$ cat config.mk
export PLATFORM = sky130hd
export DESIGN_NAME = mem_port_arbiter
export DESIGN_NICKNAME = d
export VERILOG_FILES = /design/src/rtl/mem_port_arbiter.sv
export SDC_FILE = /design/constraint.sdc
export NUM_CORES = 1
export LEC_CHECK = 0
export CORE_AREA = 2 2 129 131
export CTS_CLUSTER_DIAMETER = 80
export CTS_CLUSTER_SIZE = 30
export DETAILED_ROUTE_END_ITERATION = 6
export DIE_AREA = 0 0 131 133
export GPL_ROUTABILITY_DRIVEN = 0
export PLACE_DENSITY = 0.68
export SYNTH_ARGS = -nofsm -noshare
export SYNTH_HDL_FRONTEND = slang
export SYNTH_SLANG_ARGS = --single-unit
$ cat constraint.sdc
create_clock -name clk -period 1.5 [get_ports clk]
set_input_delay 0.3 -clock clk [delete_from_list [all_inputs] [get_ports clk]]
set_output_delay 0.3 -clock clk [all_outputs]
set_load 0.1 [all_outputs]
$ cat src/rtl/mem_port_arbiter.sv
// Round-robin arbiter sharing one fixed-latency memory port between icache (0) and dcache (1).
// Define MEM_ARB_PERF_EN to add saturating grant/stall performance counters.
module mem_port_arbiter #(
  parameter int AW      = 32,
  parameter int DW      = 32,
  parameter int MEM_LAT = 4
) (
  input  logic            clk,
  input  logic            rst_b,
  input  logic [1:0]      req,
  input  logic [1:0]      we,
  input  logic [2*AW-1:0] addr,
  input  logic [2*DW-1:0] wdata,
  output logic [1:0]      gnt,
  output logic [1:0]      done,
  output logic [DW-1:0]   rdata,
  output logic            busy,
  output logic            mem_en,
  output logic            mem_we,
  output logic [AW-1:0]   mem_addr,
  output logic [DW-1:0]   mem_wdata,
  input  logic [DW-1:0]   mem_rdata
`ifdef MEM_ARB_PERF_EN
  ,
  output logic [31:0]     perf_gnt0,
  output logic [31:0]     perf_gnt1,
  output logic [31:0]     perf_stall1
`endif
);

  localparam logic [1:0] IDLE = 2'd0;
  localparam logic [1:0] BUSY = 2'd1;
  localparam logic [1:0] DONE = 2'd2;

  localparam logic [3:0] LAST_CNT = 4'(MEM_LAT - 1);

  logic [1:0] state;
  logic [3:0] cnt;
  logic       last;
  logic       sel;
  logic       win;

  // On a tie the requester that did not win last time goes first.
  always_comb begin
    win = 1'b0;
    if (req == 2'b11) win = ~last;
    else              win = req[1];
  end

  always_ff @(posedge clk or negedge rst_b) begin
    if (!rst_b) begin
      state     <= IDLE;
      cnt       <= 4'd0;
      last      <= 1'b1;
      sel       <= 1'b0;
      gnt       <= 2'b00;
      done      <= 2'b00;
      busy      <= 1'b0;
      mem_en    <= 1'b0;
      mem_we    <= 1'b0;
      mem_addr  <= '0;
      mem_wdata <= '0;
      rdata     <= '0;
    end else begin
      case (state)
        IDLE: begin
          if (req != 2'b00) begin
            sel       <= win;
            gnt       <= {win, ~win};
            mem_addr  <= win ? addr[2*AW-1:AW] : addr[AW-1:0];
            mem_wdata <= win ? wdata[2*DW-1:DW] : wdata[DW-1:0];
            mem_we    <= we[win];
            mem_en    <= 1'b1;
            busy      <= 1'b1;
            cnt       <= 4'd0;
            state     <= BUSY;
          end
        end
        BUSY: begin
          cnt <= cnt + 4'd1;
          // mem_rdata is only valid in the final busy cycle; writes return zero.
          if (cnt == LAST_CNT) begin
            rdata  <= mem_we ? '0 : mem_rdata;
            mem_en <= 1'b0;
            mem_we <= 1'b0;
            done   <= gnt;
            state  <= DONE;
          end
        end
        DONE: begin
          last  <= sel;
          done  <= 2'b00;
          gnt   <= 2'b00;
          busy  <= 1'b0;
          state <= IDLE;
        end
        default: begin
          gnt    <= 2'b00;
          done   <= 2'b00;
          busy   <= 1'b0;
          mem_en <= 1'b0;
          mem_we <= 1'b0;
          state  <= IDLE;
        end
      endcase
    end
  end

`ifdef MEM_ARB_PERF_EN
  // Counters saturate at all-ones rather than wrapping.
  always_ff @(posedge clk or negedge rst_b) begin
    if (!rst_b) begin
      perf_gnt0   <= 32'd0;
      perf_gnt1   <= 32'd0;
      perf_stall1 <= 32'd0;
    end else begin
      if (state == DONE && !sel && perf_gnt0 != 32'hFFFF_FFFF)
        perf_gnt0 <= perf_gnt0 + 32'd1;
      if (state == DONE && sel && perf_gnt1 != 32'hFFFF_FFFF)
        perf_gnt1 <= perf_gnt1 + 32'd1;
      if (req[1] && !gnt[1] && perf_stall1 != 32'hFFFF_FFFF)
        perf_stall1 <= perf_stall1 + 32'd1;
    end
  end
`endif

endmodule
==> flow_summary.yaml, run 1 <==
synthesis:
  post_synth_inst_count: 422
  synthTopCellsByCount: "sky130_fd_sc_hd__dfrtp_1 (110), sky130_fd_sc_hd__inv_1 (65), sky130_fd_sc_hd__a222oi_1 (62)"
  synth.ff_latch_count: 111
  seq_area_frac_synth_pct: 58.4
  synth.lib_cells_used.distinct: 33
  synth_ff_type: "sky130_fd_sc_hd__dfrtp_1"
  dominant_cells_by_area_after_synthesis: "sky130_fd_sc_hd__dfrtp_1 (58%), sky130_fd_sc_hd__a222oi_1 (13%), sky130_fd_sc_hd__inv_1 (5.1%)"
  syn_nets: 589
  netlist.top_cell.by_area: "sky130_fd_sc_hd__dfrtp_1"
  post_synth_edffs: 0
  cell_area_synth_um2: 4760
  netlist.area_leader.share_pct: 57.9
  number_of_synthesis_warnings: 0
  async_flop_share_pct: 100
  postSynthAreaPerCell_um2: 11.3
  yosysMostFrequentCell: "sky130_fd_sc_hd__dfrtp_1"
die:
  die_height_um: 133
  floorplan.die.width_um: 131
  floorplan.core_area_um2: 16200
  ioPinCount: 269
  num_rows: 47
  start_util_pct: 29.4
  design.die.area_um2: 17400
placed_design:
  place.detailed.hpwl_um: 12100
  portBuffers: 268
  placed_cells: 895
timing:
  slew_headroom_pct: 76.7
  timing_worst_slew_pin_value_ns: 0.350
  period_needed_ns: 1.50
  setup_viol: 1
  timing.final.crit_share_pct: 100
  setup_repair_after_global_routing_missed_its_margin: "true"
  timing.final.ws_setup_ns: -0.00219
  final_hold_viol_count: 0
  finalClockSkew_ns: 0.0100
  pins_over_their_slew_limit: 0
  fmax_mhz: 666
grt:
  first_global_vias: 4625
  grt_remaining_overflow: 0
  grt_use_total_pct: 18.5
  antenna_found_initial: 1
  grt_first_pass_wirelength_um: 25000
  largest_net_degree_at_the_start_of_global_routing: 55
detailed_routing:
  drt_iter0_drc: 407
  route.vias.total: 4395
  routed_wirelength_um: 16400
  post_route_ant_nets: 0
  drt_pre_antenna_iters: 6
  drc: 0
  routed_via_density: 4.79
  routed_wire_length_per_instance_um: 17.9
setup_path:
  reg2reg_slack_ns: -0.002
  timing.rr.end: "mem_wdata[0]"
  crit_type: "reg2reg"
  cp.arrival_ns: 1.73
  r2r.worst_path.cells: 5
  critPathLaunchType: "flop"
  crit_path_max_fanout: 17
  r2r-start: "last"
  critPathCaptureType: "flop"
  worst-endpoint-required_ns: 1.73
hold_path:
  holdCritPathClass: "in2async"
cts:
  numCtsBuffers: 9
  cts.sink_count: 111
  htreeDepth: 3
  cts_tree: "done"
  worst_skew_pair.late_latency_ns: 0.35
  clk_pin_slew_worst_paths_ns: 0.08
  clockBufferDepth: 2
  cts_root_buf: "sky130_fd_sc_hd__clkbuf_16"
outcome:
  violations: "negative setup slack"
  outcome: "finished, violations left"
final_layout:
  layout-drive-gt1-share_pct: 22.2
  syn_to_final_growth_pct: 92.5
  instances_no_fill: 918
  nets: 859
flow_run:
  max_cap_viol_count: 0
[metal layers]
layer | vias to the layer above | part of all wire (%) | GRT usage (%)
met5 | - | 0 | 0
met4 | 0 | 1.9 | 6.80
met3 | 25 | 11 | 7.16
met2 | 233 | 51 | 31.3
met1 | 2097 | 36 | 21.1
li1 | 2040 | - | -
[through the flow]
stage / worst slack (ns) / hold slack, ns / utilization [%] / instance area [um2] / setup TNS [ns]
6_report: -0.00219 / 0.323 / 56.6 / 9160 / -0.00219
5_1_grt: -0.0793 / 0.338 / 56.6 / 9160 / -0.811
4_1_cts: -0.00817 / 0.312 / 56.1 / 9070 / -0.0111
3_5_place_dp: -0.385 / 0.159 / 53.9 / 8720 / -21.41
3_3_place_gp: -0.318 / 0.156 / 53.9 / 8720 / -18.25
2_1_floorplan: 0.0231 / 0.00441 / - / 4760 / 0
[registers in the layout, summed over array words and instances, names as in the netlist]
| name | cells |
|---|---|
| done | 2 |
| state | 2 |
| sel | 1 |
| mem_addr | 32 |
| rdata | 32 |
| last | 1 |
| mem_en | 1 |
| mem_we | 1 |
| busy | 1 |
| gnt | 2 |
| mem_wdata | 32 |
| cnt | 4 |
[worst max-delay path by stage]
stage	start	slack, ns	endpoint
final	last	-0.002	mem_wdata[0]
after global routing	last	-0.08	mem_addr[15]
after CTS	last	-0.008	mem_addr[15]
after detailed placement	req[1]	-0.38	mem_wdata[0]
after global placement	req[1]	-0.32	mem_addr[29]
after floorplan	cnt[0]	0.02	rdata[20]
[worst max-delay path, cell delays in order, from the launching register on]
cell and delay [ns]:
sky130_fd_sc_hd__dfstp_2 0.38, sky130_fd_sc_hd__nand2b_1 0.14, sky130_fd_sc_hd__and3_4 0.23, sky130_fd_sc_hd__buf_6 0.17, sky130_fd_sc_hd__a222oi_1 0.37, sky130_fd_sc_hd__inv_1 0.08
[cell families after synthesis]
kind of cell | count (synthesis) | synth area share [%]
flops | 111 | 58.4
fa+ha+maj | 1 | 0.263
compound gates | 112 | 18.9
mux | 5 | 1.08
simple gates | 94 | 10.2
buf+inv | 99 | 11.2
[timing repair]
item	in CTS	in global routing
resized for setup	3	4
cloned	1	2
hold endpoints to repair	10	0
hold buffers	1	0
pin swaps	3	41
setup endpoints to repair	2	94
buffers inserted	0	2
[placed cells by master (no fill, tap or decap), drive strengths merged, types with 8 or more instances in the layout]
cell type,instances
clkdlybuf4s50,163
buf,126
dfrtp,110
inv,67
a222oi,62
nand2,41
o21ai,40
nand2b,34
clkbuf,12
nor2,8
[cell type report]
cell class | instances | area [um2]
inverter | 65 | 244
fill | 1324 | 7020
antenna | 1 | 2.50
clock inverter | 6 | 67.6
multi-input combinational | 212 | 1470
clock buffer | 10 | 239
sequential | 111 | 2780
tap | 220 | 275
timing repair buffer | 293 | 4080
Power of run 1 is left out: the tool's default activity adds up to more than one toggle a clock period on the data nets, which glitch-free logic cannot reach.
==> run 2: changes to the inputs <==
--- a/config.mk
+++ b/config.mk
@@ -11,6 +11,7 @@
 export DETAILED_ROUTE_END_ITERATION = 6
 export DIE_AREA = 0 0 131 133
 export GPL_ROUTABILITY_DRIVEN = 0
+export HOLD_SLACK_MARGIN = 0.12
 export PLACE_DENSITY = 0.68
 export SYNTH_ARGS = -nofsm -noshare
 export SYNTH_HDL_FRONTEND = slang
==> results of run 2 <==
Final layout, timing and power as in run 1 (identical DEF).
Power of run 2 is left out for the same reason.
==> run 3: changes to the inputs <==
--- a/config.mk
+++ b/config.mk
@@ -10,9 +10,8 @@
 export CTS_CLUSTER_SIZE = 30
 export DETAILED_ROUTE_END_ITERATION = 6
 export DIE_AREA = 0 0 131 133
-export GPL_ROUTABILITY_DRIVEN = 0
 export HOLD_SLACK_MARGIN = 0.12
-export PLACE_DENSITY = 0.68
+export PLACE_DENSITY = 0.69
 export SYNTH_ARGS = -nofsm -noshare
 export SYNTH_HDL_FRONTEND = slang
 export SYNTH_SLANG_ARGS = --single-unit
==> run 3 against run 2 <==
Effect of this change: critical endpoint is now mem_wdata[11]; critical path type unchanged; wire length is 2.9% higher; flip-flop and latch count is the same; the run ends with design-rule violations left; sequential share of layout area shrank 0.20 points; die area unchanged; fmax grew 0.32%; cell area rose by 0.74%; non-clock buffer count is 3 higher; clock skew increased by 0.0011 ns; global-route usage decreased by 0.58 points.
==> flow_summary.yaml, run 3 (synthesis results as in run 1) <==
outcome:
  outcome: "finished, violations left"
  violations: "design-rule violations"
detailed_routing:
  route.vias.total: 4434
  post_route_ant_nets: 0
  routed_wire_length_per_instance_um: 18.4
  drt_pre_antenna_iters: 7
  drc: 3
  routed_wirelength_um: 16900
  routed_via_density: 4.81
  drt_iter0_drc: 437
setup_path:
  worst-endpoint-required_ns: 1.72
  crit_path_max_fanout: 16
  timing.critical_path.slowest_stage_cell: "sky130_fd_sc_hd__dfstp_2"
  r2r-start: "last"
  cp.arrival_ns: 1.72
  critPathCaptureType: "flop"
  critPathLaunchType: "flop"
  r2r.worst_path.cells: 5
  reg2reg_slack_ns: 0.003
  timing.rr.end: "mem_wdata[11]"
  slowest_delay_ns: 0.56
  worstPathCellList: "a21boi_4 -> and2_4 -> clkbuf_16 -> a222oi_1 -> inv_1"
  crit_type: "reg2reg"
die:
  start_util_pct: 29.4
  die_height_um: 133
  ioPinCount: 269
  design.die.area_um2: 17400
  floorplan.core_area_um2: 16200
  num_rows: 47
  floorplan.die.width_um: 131
timing:
  timing_worst_slew_pin_value_ns: 0.340
  fin_tns_setup_ns: 0
  timing.final.crit_share_pct: 99.8
  fmax_mhz: 668
  timing.final.ws_setup_ns: 0.00254
  period_needed_ns: 1.50
  final_hold_viol_count: 0
  setup_repair_after_global_routing_missed_its_margin: "true"
  slew_headroom_pct: 77.3
  setup_viol: 0
  pins_over_their_slew_limit: 0
  finalClockSkew_ns: 0.0111
final_layout:
  layout_top_registers: "mem_addr: 32 flops, mem_wdata: 32 flops, rdata: 32 flops"
  nets: 862
  fin_util_pct: 57.0
  layout_common_cells: "sky130_fd_sc_hd__clkdlybuf4s50_1 (162), sky130_fd_sc_hd__buf_12 (112), sky130_fd_sc_hd__dfrtp_1 (109)"
  most_common_library_cell_in_the_layout_ignoring_fill_and_taps: "sky130_fd_sc_hd__clkdlybuf4s50_1"
  syn_to_final_growth_pct: 93.9
  layout-drive-gt1-share_pct: 22.3
grt:
  antenna_found_initial: 2
  grt_remaining_overflow: 0
  grt_use_total_pct: 18.0
  first_global_vias: 4614
  grt_first_pass_wirelength_um: 24100
  largest_net_degree_at_the_start_of_global_routing: 66
cts:
  worst_skew_pair.late_latency_ns: 0.35
  cts.sink_count: 111
  cts_root_buf: "sky130_fd_sc_hd__clkbuf_16"
  clockBufferDepth: 2
  htreeDepth: 3
  clk_pin_slew_worst_paths_ns: 0.07
  numCtsBuffers: 9
  cts_tree: "done"
hold_path:
  holdCritPathClass: "in2async"
placed_design:
  globalplace.congestion: 0.761
  place.detailed.hpwl_um: 12100
  detailedPlace.worstSlack_ns: -0.372
  portBuffers: 268
flow_run:
  max_cap_viol_count: 0
==> run 3: critical path: cells and delay by family (launching register included) <==
family | cells | cell delay, ns
AOI/OAI and AO/OA | 2 | 0.35
buffers and inverters | 2 | 0.27
and+or+nand+nor | 1 | 0.20
DFF | 1 | 0.56
==> run 3: worst max-delay path by stage <==
stage / from / end / slack [ns] / depth (start not counted)
after detailed placement: req[1] / mem_addr[26] / -0.37 / 6
final: last / mem_wdata[11] / 0.003 / 5
after global routing: state[0] / mem_wdata[14] / -0.08 / 5
after CTS: state[1] / mem_addr[8] / -0.007 / 5
after floorplan: cnt[0] / rdata[20] / 0.02 / 7
after global placement: req[1] / mem_addr[16] / -0.30 / 6
==> run 3: repair_timing <==
item                                    in CTS  in global routing
gates resized for setup                      2                  4
pin swaps                                    4                 42
buffers inserted                             0                  4
endpoints found under the setup margin       5                 83
hold buffers                                 1                  0
gates cloned                                 0                  5
endpoints found under the hold margin       14                  0
==> run 3: layout make-up <==
type	instances	area (um2)
Inverter	65	244
Tap cell	220	275
Multi-Input combinational cell	212	1470
Fill cell	1324	6950
Clock buffer	11	233
Clock inverter	5	82.6
Sequential cell	111	2780
Antenna cell	1	2.50
Timing Repair Buffer	296	4130
==> run 3: metrics by stage <==
step	instance area [um2]	cells	hold slack [ns]
after detailed placement	8720	894	0.201
after global placement	8720	894	0.192
after floorplan	4760	422	0.00441
final	9220	921	0.378
after global routing	9220	921	0.377
after CTS	9050	911	0.364
==> run 3: metal layers <==
metal | part of all wire, % | vias to the layer above | track usage (%)
li1 | - | 2048 | -
met4 | 2.1 | 2 | 7.15
met2 | 51 | 222 | 31.2
met5 | 0.095 | - | 0
met1 | 36 | 2139 | 19.1
met3 | 11 | 23 | 7.32
Power of run 3 is left out for the same reason.
